## src/rtl/meta_arbiter_pkg.sv

```systemverilog
// Shared types for the flow-director metadata path: metadata word, arbiter quota config
// and default constants.
package meta_arbiter_pkg;

  localparam int META_ARB_NB_INPUTS     = 4;
  localparam int META_ARB_QUOTA_W       = 8;
  localparam int META_ARB_DEFAULT_QUOTA = 1;

  typedef struct packed {
    logic [31:0] flow_hash;
    logic [15:0] pkt_len;
    logic [7:0]  pkt_queue_id;
    logic [7:0]  pkt_flags;
  } metadata_t;

  // One burst quota per input, input 0 in the least-significant field.
  typedef logic [META_ARB_NB_INPUTS-1:0][META_ARB_QUOTA_W-1:0] meta_arb_config_t;

endpackage

```

## src/rtl/rr_prio_sel.sv

```systemverilog
// Combinational rotating-priority encoder: first set request at or after start, wrapping.
// Returns one-hot grant, its index and an any-request flag.
module rr_prio_sel #(
  parameter int N  = 4,
  parameter int IW = (N > 1) ? $clog2(N) : 1
) (
  input  logic [N-1:0]  req,
  input  logic [IW-1:0] start,
  output logic [N-1:0]  gnt,
  output logic [IW-1:0] idx,
  output logic          vld
);

  always_comb begin
    gnt = '0;
    idx = '0;
    vld = 1'b0;
    for (int k = 0; k < N; k++) begin
      if (!vld && req[(int'(start) + k) % N]) begin
        vld = 1'b1;
        idx = IW'((int'(start) + k) % N);
        gnt[(int'(start) + k) % N] = 1'b1;
      end
    end
  end

endmodule

```

## src/rtl/meta_arbiter.sv

```systemverilog
// Weighted round-robin arbiter onto a registered single-entry metadata output stage;
// 1-cycle latency, full throughput. META_ARB_STATS_EN adds per-input grant counters.
module meta_arbiter
  import meta_arbiter_pkg::*;
#(
  parameter int NB_INPUTS = META_ARB_NB_INPUTS,
  parameter int QUOTA_W   = META_ARB_QUOTA_W
) (
  input  logic                              clk,
  input  logic                              rst,
  input  metadata_t [NB_INPUTS-1:0]         in_meta_data,
  input  logic [NB_INPUTS-1:0]              in_meta_valid,
  output logic [NB_INPUTS-1:0]              in_meta_ready,
  output metadata_t                         out_meta_data,
  output logic                              out_meta_valid,
  input  logic                              out_meta_ready,
  input  logic [NB_INPUTS-1:0][QUOTA_W-1:0] conf_arb_data,
  input  logic                              conf_arb_valid,
  output logic                              conf_arb_ready
`ifdef META_ARB_STATS_EN
  ,
  input  logic                              stats_clear,
  output logic [NB_INPUTS-1:0][31:0]        stats_grant_cnt
`endif
);

  localparam int IW = (NB_INPUTS > 1) ? $clog2(NB_INPUTS) : 1;
  localparam int CW = QUOTA_W + 1;

  logic [IW-1:0]                     ptr;
  logic [CW-1:0]                     cnt;
  logic [NB_INPUTS-1:0][QUOTA_W-1:0] quota;

  logic [QUOTA_W-1:0]   cur_quota;
  logic                 stay;
  logic [IW-1:0]        rot_start;
  logic [NB_INPUTS-1:0] rot_gnt;
  logic [IW-1:0]        rot_idx;
  logic                 rot_vld;
  logic [IW-1:0]        gnt_idx;
  logic                 gnt_any;
  logic                 load_en;
  logic                 xfer;
  logic [CW-1:0]        cnt_nxt;

  assign conf_arb_ready = 1'b1;
  assign load_en        = !out_meta_valid || out_meta_ready;

  // A programmed quota of zero would starve the owner; treat it as one.
  assign cur_quota = (quota[ptr] == '0) ? QUOTA_W'(1) : quota[ptr];
  assign stay      = in_meta_valid[ptr] && (cnt < {1'b0, cur_quota});
  assign rot_start = (ptr == IW'(NB_INPUTS - 1)) ? '0 : ptr + IW'(1);

  // Scan starts after ptr and ends on ptr, so a lone requester is re-granted.
  rr_prio_sel #(.N(NB_INPUTS), .IW(IW)) u_rot (
    .req   (in_meta_valid),
    .start (rot_start),
    .gnt   (rot_gnt),
    .idx   (rot_idx),
    .vld   (rot_vld)
  );

  assign gnt_idx = stay ? ptr : rot_idx;
  assign gnt_any = stay || rot_vld;
  assign xfer    = !rst && load_en && gnt_any;

  always_comb begin
    in_meta_ready = '0;
    if (xfer) begin
      in_meta_ready = stay ? (NB_INPUTS'(1) << ptr) : rot_gnt;
    end
  end

  always_comb begin
    cnt_nxt = CW'(1);
    if (stay) begin
      cnt_nxt = (&cnt) ? cnt : cnt + CW'(1);
    end
  end

  always_ff @(posedge clk) begin
    if (rst) begin
      out_meta_valid <= 1'b0;
      out_meta_data  <= '0;
      ptr            <= '0;
      cnt            <= '0;
      for (int i = 0; i < NB_INPUTS; i++) begin
        quota[i] <= QUOTA_W'(META_ARB_DEFAULT_QUOTA);
      end
    end else begin
      if (load_en) begin
        if (gnt_any) begin
          out_meta_data  <= in_meta_data[gnt_idx];
          out_meta_valid <= 1'b1;
          ptr            <= gnt_idx;
          cnt            <= cnt_nxt;
        end else begin
          out_meta_valid <= 1'b0;
        end
      end
      // Config restarts the owner's burst, overriding any same-edge increment.
      if (conf_arb_valid) begin
        quota <= conf_arb_data;
        cnt   <= '0;
      end
    end
  end

`ifdef META_ARB_STATS_EN
  always_ff @(posedge clk) begin
    if (rst || stats_clear) begin
      stats_grant_cnt <= '0;
    end else if (xfer) begin
      stats_grant_cnt[gnt_idx] <= stats_grant_cnt[gnt_idx] + 32'd1;
    end
  end
`endif

endmodule

```

## config.mk

```make
export PLATFORM = sky130hd
export DESIGN_NAME = meta_arbiter
export DESIGN_NICKNAME = d
export VERILOG_FILES = /design/src/rtl/meta_arbiter_pkg.sv /design/src/rtl/rr_prio_sel.sv /design/src/rtl/meta_arbiter.sv
export SDC_FILE = /design/constraint.sdc
export NUM_CORES = 1
export LEC_CHECK = 0
export CORE_MARGIN = 2
export CORE_UTILIZATION = 38
export CTS_CLUSTER_SIZE = 20
export DETAILED_ROUTE_END_ITERATION = 8
export PLACE_DENSITY = 0.85
export SYNTH_ARGS = -nofsm -noshare
export SYNTH_HDL_FRONTEND = slang
export SYNTH_HIERARCHICAL = 1
export SYNTH_SLANG_ARGS = --single-unit
```

## constraint.sdc

```tcl
create_clock -name clk -period 3.95 [get_ports clk]
set_input_delay 0.79 -clock clk [delete_from_list [all_inputs] [get_ports clk]]
set_output_delay 0.79 -clock clk [all_outputs]
set_load 0.1 [all_outputs]
```

==> results of run 1 <==
==> cell usage after synthesis (3+ instances only) <==
cell,n
inv_1,17
buf_6,3
a211oi_1,17
ha_1,18
a2111oi_1,4
a211oi_2,49
buf_2,27
nor3_1,10
nor2b_1,7
nand4_1,3
mux2i_1,97
buf_12,5
xnor2_1,3
nor3b_1,64
mux4_2,11
dfxtp_1,108
nand3_1,5
and3_1,3
buf_4,8
nand2_1,8
nor2_1,103
o21ai_0,6
a2111oi_2,60
clkbuf_1,16
a22oi_1,10
a211o_1,4
a21oi_1,8
buf_1,10
==> repair_timing <==
item	4_1_cts	5_1_grt
setup endpoints to repair	4	5
resized for setup	13	14
buffers inserted	10	12
pin swaps	6	14
==> layer usage <==
metal,wire [microns],vias to the layer above,global-route usage [%]
met2,13000,291,40.9
met3,2050,60,6.59
li1,-,3480,-
met1,11200,3527,30.3
met5,0,-,0
met4,946,0,9.35
==> logic make-up (layout without fill, tap and decap cells) <==
kind of cell               Yosys count  in the layout
xor gates and xnor gates             5              5
adders and majority gates           18             18
other                                1              2
DFF                                108            108
and+or+nand+nor                    219            219
muxes                              112            112
AOI/OAI and AO/OA                  175            175
buffers and inverters               87            445
==> final cells by class <==
| type | count | area (sq um) | share of cell area [%] |
|---|---|---|---|
| Timing Repair Buffer | 412 | 4170 | 34.6 |
| Inverter | 17 | 70.1 | 0.581 |
| Tap cell | 265 | 332 | 2.75 |
| Multi-Input combinational cell | 530 | 5030 | 41.7 |
| Clock buffer | 10 | 229 | 1.90 |
| Sequential cell | 108 | 2170 | 18.0 |
| Clock inverter | 6 | 55.1 | 0.457 |
| Antenna cell | 1 | 2.50 | 0.0208 |
==> per-stage QoR <==
stage | hold slack (ns) | setup slack [ns]
6_report | 0.501 | -0.0315
3_3_place_gp | 0.467 | 0.0865
4_1_cts | 0.500 | 0.00374
5_1_grt | 0.531 | -0.103
3_5_place_dp | 0.481 | 0.0199
2_1_floorplan | 0.455 | -0.0217
==> where the power goes <==
part,internal (uW),switching (uW),total (uW)
Clock,443,466,909
Sequential,1480,230,1710
Combinational,3310,6140,9450
==> state kept, by name (all words and copies together) (netlist names) <==
register / cells
cnt: 9
ptr: 2
out_meta_valid: 1
quota: 32
out_meta_data: 64
==> how the worst min path moves through the flow <==
stage                             endpoint  slack [ns]  cells past startpoint
finish              quota[13]$_SDFFE_PP0P_        0.50                      2
global route        quota[15]$_SDFFE_PP0P_        0.53                      2
floorplan           quota[17]$_SDFFE_PP0P_        0.45                      2
detailed placement  quota[13]$_SDFFE_PP0P_        0.48                      2
global placement    quota[17]$_SDFFE_PP0P_        0.47                      2
CTS                 quota[13]$_SDFFE_PP0P_        0.50                      2
==> worst max-delay path: cells and delay by family, from the launching register on <==
family / cells / cell delay, ns
DFF: 1 / 0.43
buffers and inverters: 3 / 0.40
muxes: 2 / 0.47
AOI/OAI and AO/OA: 2 / 0.24
adders and majority gates: 2 / 0.62
and+or+nand+nor: 2 / 0.66
==> impl_metrics.py, run 1 <==
metrics = {
    "synth": {
        "synthDistinctLibCells": 60,
        "synth_flop_cell": "dfxtp_1",
        "yosysTopAreaCell": "dfxtp_1",
        "synth-async-reset-ratio_pct": 0,
        "muxShareOfSynthArea_pct": 17.3,
        "yosysTopAreaCellShare_pct": 28.9,
        "netlist_instances": 725,
        "synth_top_family_by_area": "compound AO/OA/AOI/OAI gates",
        "synth-seq-cells": 108,
        "synth_nets": 1039,
        "ys_seq_area_share_pct": 28.9,
        "yosys.area_share.simple_pct": 16.3,
        "synth-compound-area-share_pct": 27.1,
        "synthAdderAreaFrac_pct": 3.01,
        "avgSynthCellArea_sq_um": 10.3,
        "synth-edff-count": 0,
        "synthTopCellsByArea": "dfxtp_1, mux2i_1, a2111oi_2",
        "ys_warn_count": 6,
        "syn_area_sq_um": 7470,
        "synth_xor_area_share_pct": 0.586,
    },
    "placed_design": {
        "placed_area_sq_um": 11500,
        "gp_congestion": 0.885,
        "post-place-cells": 1310,
        "hpwl_microns": 20100,
        "port-buffer-count": 364,
    },
    "floorplan": {
        "core_sq_um": 19400,
        "start_util_pct": 38.5,
        "fp.dieH_microns": 144,
        "dieArea_sq_um": 20800,
        "rows": 51,
        "pin_count": 366,
        "die_x_microns": 144,
    },
    "sta": {
        "relSlewSlack_pct": 25.6,
        "clock_skew_ns": 0.00741,
        "hold_viol_final": 0,
        "fin_crit_sh_pct": 101,
        "setup_viol": 1,
        "period_needed_ns": 3.98,
        "max_freq_ghz": 0.251,
        "slew_violations": 0,
        "rsz0062_at_grt": "true",
        "fin_tns_setup_ns": -0.0315,
        "fin_ws_ns": -0.0315,
        "max_slew.worst_pin.slew_ns": 1.11,
    },
    "setup_path": {
        "setup.worst_path.start": "ptr[0]$_SDFFE_PP0P_",
        "crit_required_ns": 3.16,
        "worstReg2RegStart": "ptr[0]$_SDFFE_PP0P_",
        "cp_slowest_cell": "dfxtp_4",
        "endpoint": "in_meta_ready[3]",
        "cpPeakStageDelay_ns": 0.43,
        "crit_path_start_kind": "flop",
        "cp_common_cell": "ha_4",
        "reg2reg_to": "out_meta_data[13]$_SDFFE_PP0P_",
        "cp_max_fo": 7,
        "r2r_setup_slack_ns": 0.14,
        "reg2reg_depth": 14,
        "worstSetupEndpointType": "output pin",
        "cp_cell_sequence": "clkinvlp_4 -> ha_4 -> inv_4 -> ha_4 -> mux4_2 -> nor4b_4 -> a22oi_1 -> o21ai_1 -> mux2i_2 -> nor3_4 -> buf_12",
        "crit_type": "reg -> out",
        "critPathArrivalTime_ns": 3.19,
    },
    "pwr": {
        "p_per_area_nw_per_um2": 1000,
        "p_total_uw": 12100,
        "peakVddDrop_uv": 715,
        "p_leak_uw": 0.00453,
    },
    "drt": {
        "drc": 0,
        "ant_nets": 0,
        "drt-total-wl_microns": 27200,
        "via_per_inst": 5.45,
        "first_pass_iters": 5,
        "drt_iter0_markers": 335,
        "vias": 7358,
        "routedWlPerCell_microns": 20.2,
    },
    "final_layout": {
        "final_cell_mix": "clkdlybuf4s50_1, dfxtp_1, nor2_1",
        "fin_util_pct": 62.2,
        "finalInstanceArea_sq_um": 12100,
        "final_common_cell": "clkdlybuf4s50_1",
        "fillCellCount": 1613,
        "final_cells": 1349,
        "final_nets": 1392,
        "drive_gt1_share_pct": 21.6,
        "syn_to_final_growth_pct": 61.3,
    },
    "global_route": {
        "grt_pass1_vias": 7148,
        "antenna_found_initial": 0,
        "overflow": 0,
        "grt_pass1_wl_microns": 39600,
        "grt_usage_pct": 24.5,
        "grt_start_max_net_pins": 66,
    },
    "clock_network": {
        "clock_latency_ns": 0.36,
        "cts_tree": "yes",
        "clk_pin_slew_worst_paths_ns": 0.08,
        "clockBufferDepth": 2,
        "cts_hold_buf": 0,
        "htreeDepth": 3,
        "cts_buffers": 9,
        "cts-root-buf": "clkbuf_16",
        "clkSinkCount": 108,
    },
    "hold_path": {
        "hold_path_class": "reg -> reg",
        "min_from": "quota[13]$_SDFFE_PP0P_",
    },
    "status": {
        "status": "finished, violations left",
        "violations": "setup timing",
    },
    "flow_run": {
        "cap_violations": 0,
    },
}
Note: power is estimated with default switching activity, not from simulation.
==> run 2: changes to the inputs <==
--- a/config.mk
+++ b/config.mk
@@ -14,3 +14,4 @@
 export SYNTH_HDL_FRONTEND = slang
 export SYNTH_HIERARCHICAL = 1
 export SYNTH_SLANG_ARGS = --single-unit
+export TNS_END_PERCENT = 10
==> impl_metrics.py, run 2 (synthesized netlist as in run 1, its figures left out) <==
metrics = {
    "status": {
        "status": "finished, violations left",
        "violations": "setup timing",
    },
    "global_route": {
        "overflow": 0,
        "grt_usage_pct": 24.5,
        "grt_pass1_wl_microns": 39600,
        "grt_start_max_net_pins": 66,
        "antenna_found_initial": 0,
        "grt_pass1_vias": 7148,
    },
    "drt": {
        "drt-total-wl_microns": 27100,
        "vias": 7337,
        "ant_nets": 0,
        "drt_iter0_markers": 375,
        "via_per_inst": 5.46,
        "routedWlPerCell_microns": 20.1,
        "first_pass_iters": 5,
        "drc": 0,
    },
    "pwr": {
        "p_leak_uw": 0.00451,
        "p_per_area_nw_per_um2": 1000,
        "peakVddDrop_uv": 711,
    },
    "clock_network": {
        "cts_buffers": 9,
        "clock_latency_ns": 0.36,
        "clk_pin_slew_worst_paths_ns": 0.08,
        "cts_hold_buf": 0,
        "cts-root-buf": "clkbuf_16",
        "htreeDepth": 3,
        "cts_tree": "yes",
        "clkSinkCount": 108,
        "clockBufferDepth": 2,
    },
    "hold_path": {
        "hold_path_class": "reg -> reg",
        "min_from": "quota[13]$_SDFFE_PP0P_",
    },
    "placed_design": {
        "port-buffer-count": 364,
        "gp_congestion": 0.885,
        "hpwl_microns": 20100,
        "place_ws_ns": 0.0199,
    },
    "final_layout": {
        "largest_reg_flops": 64,
        "fin_util_pct": 61.8,
        "largest_registers": "out_meta_data x64, quota x32, cnt x9",
        "drive_gt1_share_pct": 20.8,
        "final_nets": 1387,
        "final_cell_mix": "clkdlybuf4s50_1, dfxtp_1, nor2_1",
        "final_common_cell": "clkdlybuf4s50_1",
        "syn_to_final_growth_pct": 60.4,
        "top_register": "out_meta_data",
    },
    "sta": {
        "setup_viol": 1,
        "slew_violations": 0,
        "clock_skew_ns": 0.00681,
        "period_needed_ns": 3.98,
        "max_slew.worst_pin.slew_ns": 1.11,
        "relSlewSlack_pct": 25.5,
        "rsz0062_at_grt": "true",
        "hold_viol_final": 0,
        "fin_ws_ns": -0.0266,
        "max_freq_ghz": 0.251,
        "fin_crit_sh_pct": 101,
    },
    "floorplan": {
        "dieArea_sq_um": 20800,
        "core_sq_um": 19400,
        "rows": 51,
        "pin_count": 366,
        "start_util_pct": 38.5,
        "fp.dieH_microns": 144,
        "die_x_microns": 144,
    },
    "setup_path": {
        "cp_max_fo": 7,
        "worstReg2RegStart": "ptr[0]$_SDFFE_PP0P_",
        "r2r_setup_slack_ns": 0.15,
        "critPathArrivalTime_ns": 3.19,
        "worstSetupEndpointType": "output pin",
        "crit_required_ns": 3.16,
        "crit_type": "reg -> out",
        "crit_path_start_kind": "flop",
        "setup.worst_path.start": "ptr[0]$_SDFFE_PP0P_",
    },
    "flow_run": {
        "cap_violations": 0,
    },
}
[run 2: cell types whose count changed in the layout (fill, tap and decap cells not counted), sizes merged]
cell,previous run,this run
buf,54,49
[run 2: repair_timing]
| action | CTS | global route |
|---|---|---|
| setup buffers | 10 | 7 |
| endpoints found under the hold margin | 0 | 0 |
| endpoints found under the setup margin | 4 | 5 |
| pin swaps | 6 | 10 |
| resized for setup | 13 | 8 |
[run 2: per-stage QoR]
step | hold WS (ns) | instances | setup TNS, ns | total power, uW | cell area, sq um
after floorplan | 0.455 | 725 | -0.0811 | 8770 | 7560
after global placement | 0.467 | 1310 | 0 | 10800 | 11500
after detailed placement | 0.481 | 1310 | 0 | 10900 | 11500
after CTS | 0.500 | 1336 | 0 | 12000 | 11900
after global routing | 0.531 | 1343 | -0.305 | 12500 | 12000
final | 0.501 | 1344 | -0.0266 | 12000 | 12000
[run 2: per-layer routing]
metal	vias up	part of all wire (%)	global-route usage [%]
li1	3472	-	-
met1	3508	41	30.3
met2	293	48	40.9
met3	64	7.4	6.59
met4	0	3.5	9.35
met5	-	0	0
[run 2: power breakdown]
| part | total (uW) | leakage, uW | internal [uW] | switching (uW) |
|---|---|---|---|---|
| clock | 910 | 0.000134 | 443 | 467 |
| combinational | 9390 | 0.00347 | 3280 | 6110 |
| sequential | 1710 | 0.000898 | 1480 | 231 |
| total | 12000 | 0.00451 | 5200 | 6810 |
[run 2: final timing paths]
kind / cells after the start / endpoint
worst min register to register: 2 / quota[13]$_SDFFE_PP0P_
worst min-delay path: 2 / quota[13]$_SDFFE_PP0P_
worst max-delay path: 11 / in_meta_ready[3]
worst max register to register: 15 / out_meta_data[31]$_SDFFE_PP0P_
[run 2: cell type report]
cell class | count | area (sq um)
repair buffers | 407 | 4130
fillers | 1627 | 7410
flip-flops and latches | 108 | 2170
diodes | 1 | 2.50
clock inverters | 6 | 55.1
clock buffers | 10 | 229
well taps | 265 | 332
multi-input cells | 530 | 4990
inverters | 17 | 70.1
[run 2: critical path, cell delays in order, from the launching register on]
cell and delay (ns):
dfxtp_4 0.43, clkinvlp_4 0.13, ha_4 0.34, inv_4 0.06, ha_4 0.28, mux4_2 0.36, nor4b_4 0.44, a22oi_1 0.11
o21ai_1 0.12, mux2i_2 0.11, nor3_4 0.23, buf_12 0.21
